`config.mk`:
```
export PLATFORM = sky130hd
export DESIGN_NAME = machine_csr_rfile
export DESIGN_NICKNAME = d
export VERILOG_FILES = /design/src/rtl/machine_mode_types_pkg.sv /design/src/rtl/rv32i_types_pkg.sv /design/src/rtl/csr_counter64.sv /design/src/rtl/machine_csr_rfile.sv
export SDC_FILE = /design/constraint.sdc
export NUM_CORES = 1
export LEC_CHECK = 0
export ABC_CLOCK_PERIOD_IN_PS = 2700
export BUFFER_PORTS_ARGS = -buffer_cell sky130_fd_sc_hd__buf_4
export CORE_MARGIN = 3
export CORE_UTILIZATION = 30
export CTS_CLUSTER_SIZE = 30
export DETAILED_ROUTE_END_ITERATION = 10
export GPL_ROUTABILITY_DRIVEN = 0
export GPL_TIMING_DRIVEN = 1
export HOLD_SLACK_MARGIN = 0.1
export MAX_ROUTING_LAYER = met4
export PLACE_DENSITY_LB_ADDON = 0.12
export SLEW_MARGIN = 10
export SYNTH_ARGS = -nofsm -noshare
export SYNTH_HDL_FRONTEND = slang
export SYNTH_SLANG_ARGS = --single-unit
```
`constraint.sdc`:
```
create_clock -name CLK -period 2.7 [get_ports CLK]
set_input_delay 0.27 -clock CLK [delete_from_list [all_inputs] [get_ports CLK]]
set_output_delay 0.27 -clock CLK [all_outputs]
set_load 0.05 [all_outputs]
```
`src/rtl/machine_mode_types_pkg.sv`:
```
// Machine-mode CSR addresses, mstatus layout and mtvec mode encoding.
package machine_mode_types_pkg;
  typedef logic [11:0] csr_addr_t;

  localparam csr_addr_t MSTATUS_ADDR   = 12'h300;
  localparam csr_addr_t MISA_ADDR      = 12'h301;
  localparam csr_addr_t MTVEC_ADDR     = 12'h305;
  localparam csr_addr_t MSCRATCH_ADDR  = 12'h340;
  localparam csr_addr_t MEPC_ADDR      = 12'h341;
  localparam csr_addr_t MCAUSE_ADDR    = 12'h342;
  localparam csr_addr_t MTVAL_ADDR     = 12'h343;
  localparam csr_addr_t MCYCLE_ADDR    = 12'hB00;
  localparam csr_addr_t MINSTRET_ADDR  = 12'hB02;
  localparam csr_addr_t MCYCLEH_ADDR   = 12'hB80;
  localparam csr_addr_t MINSTRETH_ADDR = 12'hB82;
  localparam csr_addr_t CYCLE_ADDR     = 12'hC00;
  localparam csr_addr_t INSTRET_ADDR   = 12'hC02;
  localparam csr_addr_t CYCLEH_ADDR    = 12'hC80;
  localparam csr_addr_t INSTRETH_ADDR  = 12'hC82;
  localparam csr_addr_t MVENDORID_ADDR = 12'hF11;
  localparam csr_addr_t MARCHID_ADDR   = 12'hF12;
  localparam csr_addr_t MIMPID_ADDR    = 12'hF13;
  localparam csr_addr_t MHARTID_ADDR   = 12'hF14;

  localparam logic [1:0] MPP_MACHINE = 2'b11;
  localparam int MSTATUS_MIE_BIT  = 3;
  localparam int MSTATUS_MPIE_BIT = 7;

  typedef struct packed {
    logic [18:0] rsvd_31_13;
    logic [1:0]  mpp;
    logic [2:0]  rsvd_10_8;
    logic        mpie;
    logic [2:0]  rsvd_6_4;
    logic        mie;
    logic [2:0]  rsvd_2_0;
  } mstatus_t;

  typedef enum logic [1:0] {
    DIRECT   = 2'b00,
    VECTORED = 2'b01
  } mtvec_mode_t;
endpackage

```
`src/rtl/rv32i_types_pkg.sv`:
```
// Base RV32I scalar types shared across the pipeline and CSR file.
package rv32i_types_pkg;
  localparam int WORD_W = 32;
  typedef logic [WORD_W-1:0] word_t;
endpackage

```
`src/rtl/csr_counter64.sv`:
```
// 64-bit free-running counter with per-half software write that overrides the increment.
module csr_counter64
  import rv32i_types_pkg::*;
(
  input  logic        CLK,
  input  logic        nRST,
  input  logic        inc,
  input  logic        wr_lo,
  input  logic        wr_hi,
  input  word_t       wdata,
  output logic [63:0] count
);
  logic [63:0] count_q, count_d;

  always_comb begin
    count_d = count_q;
    if (wr_lo)       count_d[31:0]  = wdata;
    else if (wr_hi)  count_d[63:32] = wdata;
    else if (inc)    count_d        = count_q + 64'd1;
  end

  always_ff @(posedge CLK or negedge nRST) begin
    if (!nRST) count_q <= '0;
    else       count_q <= count_d;
  end

  assign count = count_q;
endmodule

```
`src/rtl/machine_csr_rfile.sv`:
```
// Machine-mode CSR register file: same-cycle read/invalid response, write committed on the next edge.
module machine_csr_rfile
  import rv32i_types_pkg::*;
  import machine_mode_types_pkg::*;
#(
  parameter word_t HART_ID    = 32'h0,
  parameter word_t MIMPID     = 32'h0,
  parameter word_t MISA_VALUE = 32'h4000_0100
) (
  input  logic      CLK,
  input  logic      nRST,
  input  logic      swap,
  input  logic      set,
  input  logic      clr,
  input  csr_addr_t addr,
  input  word_t     wdata,
  output word_t     rdata,
  output logic      invalid_csr,
  input  logic      inst_retired
);
  logic        mie_q, mie_d, mpie_q, mpie_d;
  logic [29:0] mtvec_base_q, mtvec_base_d;
  mtvec_mode_t mtvec_mode_q, mtvec_mode_d;
  word_t       mscratch_q, mscratch_d;
  logic [29:0] mepc_q, mepc_d;
  word_t       mcause_q, mcause_d;
  word_t       mtval_q, mtval_d;
  logic [63:0] mcycle, minstret;

  logic     strobe, effective, implemented, we;
  word_t    rd_val, wr_val;
  mstatus_t mstatus_rd;

  always_comb begin
    mstatus_rd      = '0;
    mstatus_rd.mie  = mie_q;
    mstatus_rd.mpie = mpie_q;
    mstatus_rd.mpp  = MPP_MACHINE;
  end

  always_comb begin
    rd_val      = '0;
    implemented = 1'b1;
    case (addr)
      MSTATUS_ADDR:                   rd_val = mstatus_rd;
      MISA_ADDR:                      rd_val = MISA_VALUE;
      MTVEC_ADDR:                     rd_val = {mtvec_base_q, mtvec_mode_q};
      MSCRATCH_ADDR:                  rd_val = mscratch_q;
      MEPC_ADDR:                      rd_val = {mepc_q, 2'b00};
      MCAUSE_ADDR:                    rd_val = mcause_q;
      MTVAL_ADDR:                     rd_val = mtval_q;
      MCYCLE_ADDR,    CYCLE_ADDR:     rd_val = mcycle[31:0];
      MCYCLEH_ADDR,   CYCLEH_ADDR:    rd_val = mcycle[63:32];
      MINSTRET_ADDR,  INSTRET_ADDR:   rd_val = minstret[31:0];
      MINSTRETH_ADDR, INSTRETH_ADDR:  rd_val = minstret[63:32];
      MVENDORID_ADDR, MARCHID_ADDR:   rd_val = '0;
      MIMPID_ADDR:                    rd_val = MIMPID;
      MHARTID_ADDR:                   rd_val = HART_ID;
      default:                        implemented = 1'b0;
    endcase
  end

  // set/clr with a zero operand is a pure read, so it is legal on read-only CSRs.
  assign strobe      = swap | set | clr;
  assign effective   = swap | ((set | clr) & (wdata != '0));
  assign invalid_csr = strobe & (~implemented | ((addr[11:10] == 2'b11) & effective));
  assign we          = strobe & effective & ~invalid_csr;
  assign rdata       = rd_val;

  always_comb begin
    wr_val = rd_val;
    if (swap)     wr_val = wdata;
    else if (set) wr_val = rd_val | wdata;
    else if (clr) wr_val = rd_val & ~wdata;
  end

  always_comb begin
    mie_d        = mie_q;
    mpie_d       = mpie_q;
    mtvec_base_d = mtvec_base_q;
    mtvec_mode_d = mtvec_mode_q;
    mscratch_d   = mscratch_q;
    mepc_d       = mepc_q;
    mcause_d     = mcause_q;
    mtval_d      = mtval_q;
    if (we) begin
      case (addr)
        MSTATUS_ADDR: begin
          mie_d  = wr_val[MSTATUS_MIE_BIT];
          mpie_d = wr_val[MSTATUS_MPIE_BIT];
        end
        MTVEC_ADDR: begin
          mtvec_base_d = wr_val[31:2];
          if (!wr_val[1]) mtvec_mode_d = wr_val[0] ? VECTORED : DIRECT;
        end
        MSCRATCH_ADDR: mscratch_d = wr_val;
        MEPC_ADDR:     mepc_d     = wr_val[31:2];
        MCAUSE_ADDR:   mcause_d   = wr_val;
        MTVAL_ADDR:    mtval_d    = wr_val;
        default: ;
      endcase
    end
  end

  always_ff @(posedge CLK or negedge nRST) begin
    if (!nRST) begin
      mie_q        <= 1'b0;
      mpie_q       <= 1'b0;
      mtvec_base_q <= '0;
      mtvec_mode_q <= DIRECT;
      mscratch_q   <= '0;
      mepc_q       <= '0;
      mcause_q     <= '0;
      mtval_q      <= '0;
    end else begin
      mie_q        <= mie_d;
      mpie_q       <= mpie_d;
      mtvec_base_q <= mtvec_base_d;
      mtvec_mode_q <= mtvec_mode_d;
      mscratch_q   <= mscratch_d;
      mepc_q       <= mepc_d;
      mcause_q     <= mcause_d;
      mtval_q      <= mtval_d;
    end
  end

  csr_counter64 u_mcycle (
    .CLK   (CLK),
    .nRST  (nRST),
    .inc   (1'b1),
    .wr_lo (we && (addr == MCYCLE_ADDR)),
    .wr_hi (we && (addr == MCYCLEH_ADDR)),
    .wdata (wr_val),
    .count (mcycle)
  );

  csr_counter64 u_minstret (
    .CLK   (CLK),
    .nRST  (nRST),
    .inc   (inst_retired),
    .wr_lo (we && (addr == MINSTRET_ADDR)),
    .wr_hi (we && (addr == MINSTRETH_ADDR)),
    .wdata (wr_val),
    .count (minstret)
  );
endmodule
```
==> reports/metrics.csv <==
metric,value,unit
Pint,8.30,mW
Final setup viols,0,
initial antenna violation count,6,
max_cap viols,0,
core area,55400,um2
vias per inst,5.73,
Final Hold Slack,165,ps
required time of the critical path,2430,ps
met3 Track Usage GR,5.25,%
Post-synth EDFFs,0,
final hold vios,0,
RSZ-0062 raised after global routing,yes,
Max clock buf depth,3,
sequential fraction of the synthesis area,42.5,%
register area,7180,um2
CP cell instances,mux4_2 -> nor2b_1 -> a211o_1 -> buf_4 -> buf_4,
TritonCTS clock tree,built,
Most used DFF post-synth,dfrtp_1,
met2 usage,39.4,%
DR WL/cell,25.7,um
synthesized cell area,16900,um2
final worst slack,34.8,ps
proportion of layout cells with a drive suffix above 1,27.6,%
die extent in y,243,um
Worst-Skew Late Latency,570,ps
crit path time final,2670,ps
clk_skew,24.7,ps
Initial Utilization,30.5,%
largest net degree at the start of global routing,68,
Net Sw Frac,27.1,%
fin cells,2932,
GR peak layer,met2,
post-synth cell types,92,
First DRT Iteration DRCs,1799,
post-route cell area,22400,um2
global-route met1 utilization,35.4,%
final net count,2201,
final wirelength,75200,um
clock transition at the registers of the reported paths,60,ps
FP Rows,86,
Syn Nets,1891,
htree depth,2,
Util after Layout,40.5,%
Worst Setup End Kind,output pin,
Synth Area per Inst,9.18,um2
combinational group share of total power,10.6,%
TritonCTS buffer count,38,
Total Routing Usage GR,25.8,%
Seq cells post-synth,287,
Inst Count DP,2854,
Synth Warn #,0,
P_leak,10.0,nW
Slew @ Worst Pin,882,ps
number of global-route vias before repair,16300,
Seq pwr share,40.5,%
run status,finished clean,
die area,59100,um2
die extent in x,243,um
grt ovf,0,
Post-route DRC,0,
Multi-input gate area,9230,um2
worst slack at placement,-136,ps
fillers,5520,
WS Path Type,reg -> out,
placed cell area,20900,um2
Sum Neg Setup Slack,0,ps
vias post-DR,16800,
HP Class,in -> reg,
Slew Limit Fails,0,
first-pass GRT wire length,111000,um
Port Buffers,82,
"most used cell, CP",buf_4,
worst IR drop on VDD,0.000342,V
most frequent cells in the layout,"330 x buf_4, 286 x dfrtp_1, 267 x nand2_1",
"Data arrival, critical path",2400,ps
clk sinks,287,
startpoint class of the critical path,flop,
1st-pass router iterations,8,
Tot Pwr,11.4,mW
Slew HR,41.0,%
Clock power frac,48.9,%
f_max,375,MHz
synthesis-to-layout area growth,32.9,%
total power per unit cell area,507,nW/um2
"commonest non-fill, non-tap cell in the layout",buf_4,
DPL Wire Length,57400,um
fin crit share,98.7,%
root buffer selected by CTS,clkbuf_16,
async set-reset flop share out of synthesis,100,%
Routed Antenna Nets,0,
cells after synthesis,1839,
Worst Path Max Fanout,5,
CP peak stage delay,580,ps
I/O pin count,83,
CP max stage cell,mux4_2,
P_sw,3.08,mW
-- cell type report --
cell class / count / area share, %
multi-input combinational: 1414 / 41.1
sequential: 287 / 32.0
timing repair buffer: 392 / 16.3
clock buffer: 49 / 4.78
tap: 748 / 4.17
clock inverter: 21 / 1.30
inverter: 16 / 0.268
antenna: 5 / 0.0558
-- kinds of logic (layout without fill, tap and decap cells) --
logic type | count (synthesis) | in the layout | synth area share (%)
buffers and inverters | 138 | 478 | 3.71
AO/OA/AOI/OAI | 635 | 635 | 25.5
AND/OR/NAND/NOR | 647 | 647 | 20.1
XOR/XNOR | 34 | 34 | 1.76
multiplexers | 96 | 96 | 6.16
other | 0 | 5 | 0
flip-flops | 287 | 287 | 42.5
adder cells (fa/ha/maj) | 2 | 2 | 0.148
-- power by group through the flow --
stage	sequential, mW	clock [mW]	combinational, mW
global placement	4.68	0	1.17
finish	4.61	5.56	1.21
floorplan	4.64	0	0.505
detailed placement	4.68	0	1.18
CTS	4.60	5.67	1.19
global route	4.62	5.84	1.28
-- registers in the layout, indices dropped and copies added, names as in the netlist --
| signal | cells |
|---|---|
| mscratch_q | 32 |
| u_mcycle.count | 64 |
| mie_q | 1 |
| mtvec_base_q | 30 |
| mcause_q | 32 |
| u_minstret.count | 64 |
| mpie_q | 1 |
| mtvec_mode_q | 1 |
| mepc_q | 30 |
| mtval_q | 32 |
-- critical path, delay by kind of cell (launching register included) --
family / cells / cell delay, ps
AOI/OAI and AO/OA: 1 / 280
buffers and inverters: 2 / 320
DFF: 1 / 450
muxes: 1 / 580
and+or+nand+nor: 1 / 190
-- layer usage --
metal,up-vias,wire [um]
met5,-,0
met4,0,1530
met3,92,5730
met2,691,34200
met1,8417,33800
li1,7590,-
-- cell usage after synthesis (11+ instances only) --
cell type  number  area share, %
a211oi_1       11           0.49
a21o_1         18           0.80
a21oi_1        98            2.9
a222oi_1       20            1.2
a22oi_1        31            1.4
a22oi_2        23            1.7
a31oi_1        21           0.78
and2_1         14           0.52
and3_1         36            1.3
buf_2          50            1.5
clkbuf_1       56            1.2
dfrtp_1       287             43
inv_1          16           0.36
mux2_2         33            2.2
mux2i_1        60            3.6
nand2_1       268            6.0
nand3_1        63            1.9
nand4_1        45            1.7
nor2_1         73            1.6
nor3_1         24           0.71
nor4_1         19           0.70
o211a_1        15           0.89
o211ai_1       35            1.6
o21ai_0       203            6.0
o21ai_1        41            1.2
o22ai_1        20           0.74
or3_1          11           0.41
xor2_1         24            1.2
-- path summary, 6_finish.rpt --
| check | startpoint | endpoint | cells after the start | slack (ps) |
|---|---|---|---|---|
| min in group asynchronous | nRST | u_mcycle.count[58]$_DFFE_PN0N_ | 2 | 290 |
| max in group asynchronous | nRST | u_mcycle.count[48]$_DFFE_PN0N_ | 3 | 1530 |
| worst min register to register | mscratch_q[10]$_DFFE_PN0P_ | mscratch_q[10]$_DFFE_PN0P_ | 2 | 480 |
| worst min-delay path | wdata[1] | u_mcycle.count[33]$_DFFE_PN0N_ | 3 | 160 |
| worst max-delay path | u_minstret.count[57]$_DFFE_PN0P_ | rdata[25] | 5 | 30 |
| worst max register to register | u_minstret.count[26]$_DFFE_PN0P_ | u_minstret.count[37]$_DFFE_PN0P_ | 8 | 110 |
-- what timing repair did --
action                                  4_1_cts  5_1_grt
cloned                                        0        0
resized for setup                             3       14
endpoints found under the setup margin        3       12
hold endpoints to repair                     62        0
setup buffers                                 0        1
pin swaps                                     0        3
hold buffers                                  2        0
Power figures use the tool's default switching activity.
